==> src/rtl/maze_flag_engine.sv <==
// rtl/maze_flag_engine.sv - four-direction free-distance probe of the maze wall map
//
// Takes a sprite position through a valid/ready request and probes the single-port
// wall ROM corner by corner in the order L, U, R, D. Each direction reports how many
// whole pixel steps the sprite may move (0 = blocked, MAX_STEP = saturated).
//
// Ports:
//   clk, rst            clock, synchronous active-high reset
//   req_valid/req_ready position request handshake (ready only while idle)
//   req_x, req_y        sprite top-left pixel, latched at accept
//   rom_addr, rom_data  wall ROM read port; data returns one cycle after the address
//   flag_L/U/R/D        free steps per direction, updated together
//   flag_valid          one-cycle pulse when the flags update
//   busy                high from accept through the flag_valid cycle
module maze_flag_engine #(
    parameter int SPRITE     = 16,
    parameter int TILE_SHIFT = 3,
    parameter int MAP_TW     = 40,
    parameter int MAP_TH     = 30,
    parameter int MAX_STEP   = 7
) (
    input  logic        clk,
    input  logic        rst,
    input  logic        req_valid,
    output logic        req_ready,
    input  logic [8:0]  req_x,
    input  logic [8:0]  req_y,
    output logic [10:0] rom_addr,
    input  logic        rom_data,
    output logic [2:0]  flag_L,
    output logic [2:0]  flag_U,
    output logic [2:0]  flag_R,
    output logic [2:0]  flag_D,
    output logic        flag_valid,
    output logic        busy
);

    localparam logic [1:0] S_IDLE  = 2'd0;
    localparam logic [1:0] S_ADDR  = 2'd1;
    localparam logic [1:0] S_CHECK = 2'd2;
    localparam logic [1:0] S_DONE  = 2'd3;

    localparam logic [1:0] DIR_L = 2'd0;
    localparam logic [1:0] DIR_U = 2'd1;
    localparam logic [1:0] DIR_R = 2'd2;
    localparam logic [1:0] DIR_D = 2'd3;

    localparam logic signed [9:0] MAP_W_PX = 10'(MAP_TW << TILE_SHIFT);
    localparam logic signed [9:0] MAP_H_PX = 10'(MAP_TH << TILE_SHIFT);
    localparam logic signed [9:0] EDGE     = 10'(SPRITE - 1);
    localparam logic [2:0]        STEP_MAX = 3'(MAX_STEP);

    logic [1:0]        state;
    logic signed [9:0] pos_x;
    logic signed [9:0] pos_y;
    logic [1:0]        dir;
    logic [2:0]        step;
    logic              corner;    // 0 = corner A, 1 = corner B
    logic              a_blk;     // corner A result of the current step
    logic [2:0]        sh_l;
    logic [2:0]        sh_u;
    logic [2:0]        sh_r;

    logic signed [9:0] k_s;
    logic signed [9:0] off;
    logic signed [9:0] px;
    logic signed [9:0] py;
    logic [9:0]        px_u;
    logic [9:0]        py_u;
    logic [9:0]        tx;
    logic [9:0]        ty;
    logic              oob;
    logic [10:0]       addr_c;
    logic              blk_now;
    logic              step_blk;
    logic [2:0]        dir_flag;

    // Probe corner for the current direction, step and corner select.
    always_comb begin
        k_s = signed'({7'b0, step});
        off = corner ? EDGE : 10'sd0;
        px  = pos_x;
        py  = pos_y;
        case (dir)
            DIR_L: begin
                px = pos_x - k_s;
                py = pos_y + off;
            end
            DIR_U: begin
                px = pos_x + off;
                py = pos_y - k_s;
            end
            DIR_R: begin
                px = pos_x + k_s + EDGE;
                py = pos_y + off;
            end
            default: begin
                px = pos_x + off;
                py = pos_y + k_s + EDGE;
            end
        endcase
    end

    // A wrapped (negative) result of the 10-bit arithmetic also lands out of bounds.
    assign oob = (px < 10'sd0) || (px >= MAP_W_PX) || (py < 10'sd0) || (py >= MAP_H_PX);

    assign px_u   = px;
    assign py_u   = py;
    assign tx     = px_u >> TILE_SHIFT;
    assign ty     = py_u >> TILE_SHIFT;
    assign addr_c = 11'(ty) * 11'(MAP_TW) + 11'(tx);

    // Address is held through CHECK as well so the ROM sees a stable value.
    assign rom_addr = ((state == S_ADDR || state == S_CHECK) && !oob) ? addr_c : 11'd0;

    assign req_ready = (state == S_IDLE);

    // Out-of-bounds overrides whatever the ROM returned for address 0.
    assign blk_now  = oob || rom_data;
    assign step_blk = a_blk || blk_now;
    assign dir_flag = step_blk ? (step - 3'd1) : STEP_MAX;

    always_ff @(posedge clk) begin
        if (rst) begin
            state      <= S_IDLE;
            pos_x      <= '0;
            pos_y      <= '0;
            dir        <= DIR_L;
            step       <= 3'd1;
            corner     <= 1'b0;
            a_blk      <= 1'b0;
            sh_l       <= '0;
            sh_u       <= '0;
            sh_r       <= '0;
            flag_L     <= '0;
            flag_U     <= '0;
            flag_R     <= '0;
            flag_D     <= '0;
            flag_valid <= 1'b0;
            busy       <= 1'b0;
        end else begin
            case (state)
                S_IDLE: begin
                    if (req_valid) begin
                        pos_x  <= signed'({1'b0, req_x});
                        pos_y  <= signed'({1'b0, req_y});
                        dir    <= DIR_L;
                        step   <= 3'd1;
                        corner <= 1'b0;
                        a_blk  <= 1'b0;
                        busy   <= 1'b1;
                        state  <= S_ADDR;
                    end
                end
                S_ADDR: begin
                    state <= S_CHECK;
                end
                S_CHECK: begin
                    if (!corner) begin
                        // Corner B is always probed so every step costs the same.
                        a_blk  <= blk_now;
                        corner <= 1'b1;
                        state  <= S_ADDR;
                    end else if (!step_blk && step != STEP_MAX) begin
                        step   <= step + 3'd1;
                        corner <= 1'b0;
                        state  <= S_ADDR;
                    end else begin
                        step   <= 3'd1;
                        corner <= 1'b0;
                        case (dir)
                            DIR_L: sh_l <= dir_flag;
                            DIR_U: sh_u <= dir_flag;
                            DIR_R: sh_r <= dir_flag;
                            default: begin
                                flag_L     <= sh_l;
                                flag_U     <= sh_u;
                                flag_R     <= sh_r;
                                flag_D     <= dir_flag;
                                flag_valid <= 1'b1;
                            end
                        endcase
                        if (dir == DIR_D) begin
                            state <= S_DONE;
                        end else begin
                            dir   <= dir + 2'd1;
                            state <= S_ADDR;
                        end
                    end
                end
                default: begin
                    flag_valid <= 1'b0;
                    busy       <= 1'b0;
                    state      <= S_IDLE;
                end
            endcase
        end
    end

endmodule

==> config.mk <==
export PLATFORM = sky130hd
export DESIGN_NAME = maze_flag_engine
export DESIGN_NICKNAME = d
export VERILOG_FILES = /design/src/rtl/maze_flag_engine.sv
export SDC_FILE = /design/constraint.sdc
export NUM_CORES = 1
export LEC_CHECK = 0
export BUFFER_PORTS_ARGS = -buffer_cell sky130_fd_sc_hd__buf_2
export CORE_MARGIN = 10
export CORE_UTILIZATION = 45
export CTS_BUF_LIST = sky130_fd_sc_hd__clkbuf_2 sky130_fd_sc_hd__clkbuf_4 sky130_fd_sc_hd__clkbuf_8
export CTS_CLUSTER_DIAMETER = 150
export DETAILED_ROUTE_END_ITERATION = 8
export GPL_TIMING_DRIVEN = 0
export PLACE_DENSITY = 0.65
export SYNTH_ARGS = -nofsm -noshare
export SYNTH_HDL_FRONTEND = slang
export SYNTH_SLANG_ARGS = --single-unit
==> constraint.sdc <==
create_clock -name clk -period 5.2 [get_ports clk]
set_clock_uncertainty 0.1 [all_clocks]
set_input_delay 0.26 -clock clk [delete_from_list [all_inputs] [get_ports clk]]
set_output_delay 0.26 -clock clk [all_outputs]
set_load 0.01 [all_outputs]
==> summary.md, run 1 <==
Measured in cells, the most critical reg-to-reg path has a length of 17. The shortest period the worst path allows was 5.14 ns. Root buffer cell: clkbuf_8. The via count of the first global-routing pass was 4,116. The tools report the final estimated routing congestion in global placement as 0.901.

The cell count after synthesis came out at 538. Once layout is complete, the utilization of the core stands at 55.4%. The actual transition at the worst max-transition pin works out to 0.744 ns.

The tools report the max-slew violation total from the final report as 0. The latest clock arrival within the worst-skew pair was 0.31 ns; the area of the core was 9280 um^2. Die outline width: 118 um. Sorting the synthesized cells by how often they occur yields nand2_1 (65), ha_1 (56), dfxtp_1 (50). In the routed layout, each cell is associated on average with a via count of 5.49. After the flow finishes, the layout carries non-filler instances totaling 737. The number of buffers inserted during clock tree synthesis came out at 5. For the net count after synthesis, the log shows 622. The first TritonRoute pass finished after 5 iterations. The height of the die was 118 um. Synthesis instantiated 60 different standard cells from the library. Setup violations remaining at the end of the flow were counted as 0. The count of buffers from port buffering came out at 47.

The number of placed instances, taps included, is 714. Summed over all cells, the static leakage comes to 2.27 nW. The tools report the TritonCTS sink count as 50. The logs give 0 for the number of nets still failing antenna checks after routing and 23.2% for the sequential-to-total area share from yosys stat. The number of I/O pins came out at 48. VDD sags by at most 188 uV. The worst setup path is launched from a flop. Row generation in the floorplan step produced 35 rows. The clock transition at the registers of the reported paths is 0.10 ns, and the overflow left after global routing is 0. For the total die area, the log shows 13,900 um^2. The run finished with clean final reports. For the area of placed instances, the log shows 4700 um^2. The average cell area after synthesis works out to 8.00 um^2. Timing would allow up to 195 MHz.

STA puts the critical path data required time at 4.84 ns. Sorting the synthesized cells by area gives the leading types as dfxtp_1 (23%), ha_1 (16%), a21oi_1 (5.7%). The count of H-tree levels built during CTS was 2. For this run, the total global-route usage over all layers was measured as 16.6%. After filler insertion, the fill cell instance count of the layout stands at 901. The worst hold path terminates at pos_y[6]. The tools report the type of destination of the critical path as an output port. In the final routed layout, each cell accounts on average for 15.9 um. The synthesized design contains 50 register bits. Setup repair after global routing could not meet its margin everywhere.

The detailed router finished its first iteration with 246 violations. Across the run, the number of max-cap violations was 0. The worst path meets setup with 0.0630 ns of slack. The setup check on the worst reg-to-reg path leaves a slack of 1.00 ns.

The longest clock path from root to sink contains 2 buffers. The synthesized design contains 0 enable-type register cells. The worst setup path is of the reg2out kind.

Along the worst path, the maximum fanout reaches 6. The most repeated cell in the gate-level netlist after synthesis is nand2_1. The fraction of the cycle the final worst path needs was 98.8%. The depth of the worst hold-timing path was 3; the final cell area excluding filler cells was 5140 um^2. The share of synthesized flip-flops with an asynchronous set or reset came out at 0%. Worst min-delay path class: in2reg.

The total detailed-routing wirelength is 11,700 um. The worst register-to-register path ends at flag_R[0]. For the wire length of the first global-routing pass, the log shows 19,600 um. The leading register cell type out of synthesis is dfxtp_1.

The post-route netlist has 22.9% of its cells at a drive strength greater than 1. Relative to the synthesized area, the layout overhead comes to 19.5%. For this run, design rule violations remaining after detail routing come to 0. For the net count reported at finish, the log shows 692. The number of warnings issued by yosys was 0. For the number of antenna violations at the first check in global routing, the log shows 0. TritonCTS built the clock tree. The initial cell density of the core was 46.4%.

The startpoint identified for the worst register-to-register timing path is dir[1]. The worst slew margin relative to its limit was 50.4%. The synthesized design spends more area on one cell type than any other, namely dfxtp_1. The startpoint identified for the worst hold timing path is req_y[6]. The run gives 0 as the hold violation count in the final report.

The share of synthesized area in the top cell type comes to 23.2%. The routed layout has 4,044 vias. The maximum number of pins on one net before global-route repair is 16. The number of inserted diodes is 0, and the arrival time of the worst setup path is 4.78 ns.

For the pre-CTS setup slack, the log shows -0.520 ns. Power spread over the standard cell area amounts to 262 nW/um^2. Cell area after technology mapping: 4310 um^2. Detailed placer's ending HPWL: 8950 um.
[final cells by class]
type / instances / area (um^2) / share of cell area, %
tap: 129 / 161 / 3.14
sequential: 50 / 1010 / 19.6
buffer: 17 / 98.8 / 1.92
clock buffer: 5 / 68.8 / 1.34
timing repair buffer: 64 / 363 / 7.05
inverter: 43 / 164 / 3.19
clock inverter: 2 / 38.8 / 0.754
multi-input combinational: 427 / 3240 / 63.0
[worst max path at each step]
stage | from | end | slack, ns | cells after the start
after floorplan | dir[0] | rom_addr[10] | 0.17 | 23
after global placement | dir[0] | rom_addr[10] | -0.39 | 24
after detailed placement | dir[0] | rom_addr[10] | -0.52 | 24
after CTS | dir[0] | rom_addr[10] | 0.0002 | 25
after global routing | dir[1] | rom_addr[10] | -0.23 | 23
final | dir[1] | rom_addr[10] | 0.06 | 22
[layout by cell type (no fill, tap or decap), types with 5 or more instances in the layout]
master     n
a21o_1    12
nand3_1   14
buf_4     17
nor2b_1    7
nand2b_1   7
ha_1      49
nor2_1    42
buf_2     47
o21ai_0   15
nor3_1    15
ha_4       7
xnor2_1   16
mux2i_1   14
inv_1     37
clkbuf_8   5
a21oi_1   46
nand2_1   65
nor3_2    10
nand4_1    5
dfxtp_1   45
xor2_1     7
clkbuf_1  10
and3_1     5
a31oi_1   15
dfxtp_2    5
[metal layers]
metal,routed length [um],global-route usage [%],up-vias
met4,201,5.33,0
met3,518,2.93,19
li1,-,-,2024
met5,0,0,-
met1,5280,20.2,1907
met2,5740,28.8,94
[report_power, final]
group | internal [W] | total [W] | switching [W]
Clock | 0.000142 | 0.000281 | 0.000139
Sequential | 0.000402 | 0.000424 | 0.0000228
Combinational | 0.000276 | 0.000643 | 0.000367
Total | 0.000819 | 0.00135 | 0.000529
[per-stage QoR]
stage	hold slack [ns]	TNS [ns]	total power [W]
final	0.0726	0	0.00135
after global routing	0.0716	-0.432	0.00145
after CTS	0.0699	0	0.00133
after detailed placement	0.352	-1.09	0.00100
after global placement	0.350	-0.575	0.000987
after floorplan	0.296	0	0.000867
[logic make-up (layout without fill, tap and decap cells)]
group                    Yosys count  after routing  synth area share [%]
buffers and inverters             61            131                  6.13
flip-flops                        50             50                  23.2
XOR/XNOR                          25             25                  5.09
multiplexers                      16             16                  3.75
adder cells (fa/ha/maj)           62             62                  19.1
AO/OA/AOI/OAI                    128            128                  20.1
AND/OR/NAND/NOR                  196            196                  22.6
[worst max-delay path: stages (launching register included)]
cell and delay [ns]:
dfxtp_2 0.34, buf_4 0.14, ha_4 0.19, nor2_4 0.11, and2b_2 0.23, a21o_1 0.20
ha_4 0.19, fa_2 0.37, a211oi_4 0.28, o21bai_1 0.13, a21oi_1 0.18, xor2_1 0.18
mux2i_2 0.11, ha_1 0.34, ha_4 0.17, inv_2 0.05, fa_2 0.48, nor2_2 0.14
nand3_1 0.11, xnor2_1 0.18, xnor2_1 0.14, nor2_1 0.05, buf_2 0.15
[what timing repair did]
| item | CTS | global route |
|---|---|---|
| pin swaps | 11 | 13 |
| gates resized for setup | 25 | 25 |
| buffers inserted | 7 | 10 |
| setup endpoints to repair | 5 | 3 |
| hold buffers | 0 | 0 |
[state kept, by name (all words and copies together), names as in the netlist]
signal and cells:
a_blk 1, busy 1, corner 1, dir 2, flag_D 3, flag_L 3, flag_R 3, flag_U 3
flag_valid 1, pos_x 9, pos_y 9, sh_l 3, sh_r 3, sh_u 3, state 2, step 3
(Power assumes the default switching activity.)
==> inputs of run 2 (changes only) <==
Settings changed: CORE_UTILIZATION 45 to 29, PLACE_DENSITY 0.65 to 0.46.
==> summary.md, run 2 (synthesis results as in run 1) <==
The flow ran to the end, and the final reports show no timing, DRC or antenna violations. Max capacitance violation total: 0 (unchanged). The run gives 0 (unchanged) as the number of antenna violations at the first check in global routing.

Type of destination of the critical path: an output port (unchanged). Reg-to-reg startpoint: dir[1] (unchanged). The actual transition at the worst max-transition pin was 0.740 ns (was 0.744 ns); the net count reported at finish was 692 (unchanged). The via count of the first global-routing pass came out at 4,024 (was 4,116). For the leakage power, the log shows 2.29 nW (was 2.27 nW). The logs give 50 (unchanged) for the TritonCTS sink count and 4 (was 5) for the iteration count of the initial detailed-routing pass. The worst slew margin relative to its limit came out at 50.6% (was 50.4%).

The logs give 12,100 um (was 11,700 um) for the total detailed-routing wirelength and 4.84 ns (about the same) for the required time of the critical path. The number of DRC violations after detailed routing is 0 (unchanged). The worst setup path category is reg2out (unchanged). The arrival time of the worst setup path is 4.72 ns (was 4.78 ns), and the die outline width is 142 um (was 118 um). The tools report the number of nets still failing antenna checks after routing as 0 (unchanged). Area growth from synthesis to layout: 21.8% (was 19.5%). The latest clock arrival within the worst-skew pair was 0.33 ns (was 0.31 ns); the max-slew violation total from the final report was 0 (unchanged). The average vias per placed instance is 5.00 (was 5.49), and the number of standard-cell rows in the floorplan is 44 (was 35). Number of hold-repair buffers added at the cts stage: 0 (unchanged).

The initial cell density of the core was 29.6% (was 46.4%). The worst min-delay path startpoint is req_x[5] (was req_y[6]). The detailed placer's ending HPWL came out at 9670 um (was 8950 um). The total die area is 20,100 um^2 (was 13,900 um^2). Clock tree buffer depth: 2 (unchanged). The total area of sequential cells is 1010 um^2 (about the same), and the fraction of the cycle the final worst path needs is 97.7% (was 98.8%). The clock transition at the registers of the reported paths works out to 0.10 ns (about the same). Most used cells in the layout excluding fill and tap cells: nand2_1 (65), ha_1 (49), buf_2 (47), a21oi_1 (46), dfxtp_1 (45) (unchanged).

The logs give 1,554 (was 901) for the count of fill cells added during filler insertion and 5240 um^2 (was 5140 um^2) for the final cell area excluding filler cells. For the number of buffers inserted during clock tree synthesis, the log shows 5 (unchanged). The largest driver fanout on the critical path is 5 (was 6).

The hold violation count in the final report was 0 (unchanged); the power density of the placed cells was 255 nW/um^2 (was 262 nW/um^2). The root buffer cell was clkbuf_8 (unchanged). Setup repair after global routing could not meet its margin everywhere. The overflow left after global routing was 0 (unchanged).

The run gives 0.815 (was 0.901) as the final estimated routing congestion in global placement. The number of I/O pins came out at 48 (unchanged). The commonest non-fill, non-tap cell in the layout was nand2_1 (unchanged). The area of the core was 14,500 um^2 (was 9280 um^2). TritonCTS built the clock tree. The share of final-layout standard cells stronger than drive strength 1 came out at 22.7% (was 22.9%).

For the area of placed instances, the log shows 4770 um^2 (was 4700 um^2). The height of the die works out to 142 um (was 118 um). The logs give 197 MHz (was 195 MHz) for the highest clock rate and 0 (unchanged) for the number of inserted diodes. The source of the critical timing path was dir[1] (unchanged).

The run gives 2 (unchanged) as the count of H-tree levels built during CTS. The worst supply voltage drop on vdd was 149 uV (was 188 uV); the wire length per cell after detailed routing was 15.3 um (was 15.9 um). The count of buffers from port buffering came out at 47 (unchanged). Largest registers: pos_x x9, pos_y x9 (unchanged). The number of violations reported at the end of detailed-routing iteration 0 was 203 (was 246). The tools report the nature of the critical path startpoint as a flop (unchanged). The pre-CTS setup slack is -0.594 ns (was -0.520 ns), and the footprint of the multi-input gates is 3270 um^2 (was 3240 um^2).

The worst min-delay path class was in2reg (unchanged). Total via count after detailed routing: 3,968 (was 4,044). The shortest period the worst path allows was 5.08 ns (was 5.14 ns). The tools report the total routing resource utilization after global routing as 12.2% (was 16.6%). The logs give 36.1% (was 55.4%) for the final cell utilization of the core and 0.122 ns (was 0.0630 ns) for the setup slack after layout. The tools report the number of setup violations in the final report as 0 (unchanged). The maximum number of pins on one net before global-route repair is 17 (was 16). For the wire length of the first global-routing pass, the log shows 20,200 um (was 19,600 um).
## run 2: repair_timing
item,4_1_cts,5_1_grt
buffers inserted,6,11
setup endpoints to repair,5,3
pin swaps,11,15
gates resized for setup,31,24
## run 2: layout make-up
| cell class | instances | share of cell area [%] |
|---|---|---|
| multi-input cells | 427 | 62.4 |
| flip-flops and latches | 50 | 19.3 |
| repair buffers | 64 | 6.99 |
| well taps | 184 | 4.39 |
| inverters | 43 | 3.17 |
| plain buffers | 17 | 1.89 |
| clock buffers | 6 | 1.58 |
| clock inverters | 2 | 0.334 |
## run 2: worst paths after layout
path / end / slack, ns / cells past startpoint
setup / recovery: rom_addr[10] / 0.12 / 23
hold / removal: pos_x[5] / 0.06 / 3
setup reg to reg: flag_L[1] / 1.01 / 19
hold reg to reg: pos_x[0] / 0.36 / 2
## run 2: per-stage QoR
| stage | TNS, ns | cells | hold slack, ns | total power [W] |
|---|---|---|---|---|
| finish | 0 | 793 | 0.0633 | 0.00134 |
| global route | -0.198 | 793 | 0.0646 | 0.00144 |
| global placement | -0.805 | 769 | 0.357 | 0.00100 |
| floorplan | 0 | 538 | 0.296 | 0.000867 |
| detailed placement | -1.24 | 769 | 0.352 | 0.00102 |
| CTS | 0 | 783 | 0.0456 | 0.00132 |
## run 2: power breakdown
| part | internal, W | switching [W] |
|---|---|---|
| Sequential | 0.000401 | 0.0000232 |
| Combinational | 0.000278 | 0.000375 |
| Clock | 0.000110 | 0.000149 |
## run 2: worst max-delay path, stage by stage (launching register included)
cell	delay (ns)
dfxtp_4	0.38
inv_4	0.05
ha_4	0.15
buf_6	0.12
nor2_4	0.07
and2b_1	0.19
a21o_1	0.20
ha_4	0.18
fa_2	0.38
a211oi_4	0.27
o21bai_1	0.13
a21oi_1	0.19
xor2_1	0.18
mux2i_2	0.11
ha_1	0.34
ha_4	0.17
inv_2	0.05
fa_2	0.46
nor2_4	0.15
nand3_2	0.11
xnor2_2	0.15
xnor2_1	0.12
nor2_1	0.10
buf_2	0.15
## run 2: metal layers
metal  part of all wire (%)  track usage (%)  up-vias
li1                       -                -     2033
met1                     47             15.3     1856
met2                     47             20.8       67
met3                    3.7             2.30       12
met4                    1.7             3.55        0
met5                      0                0        -
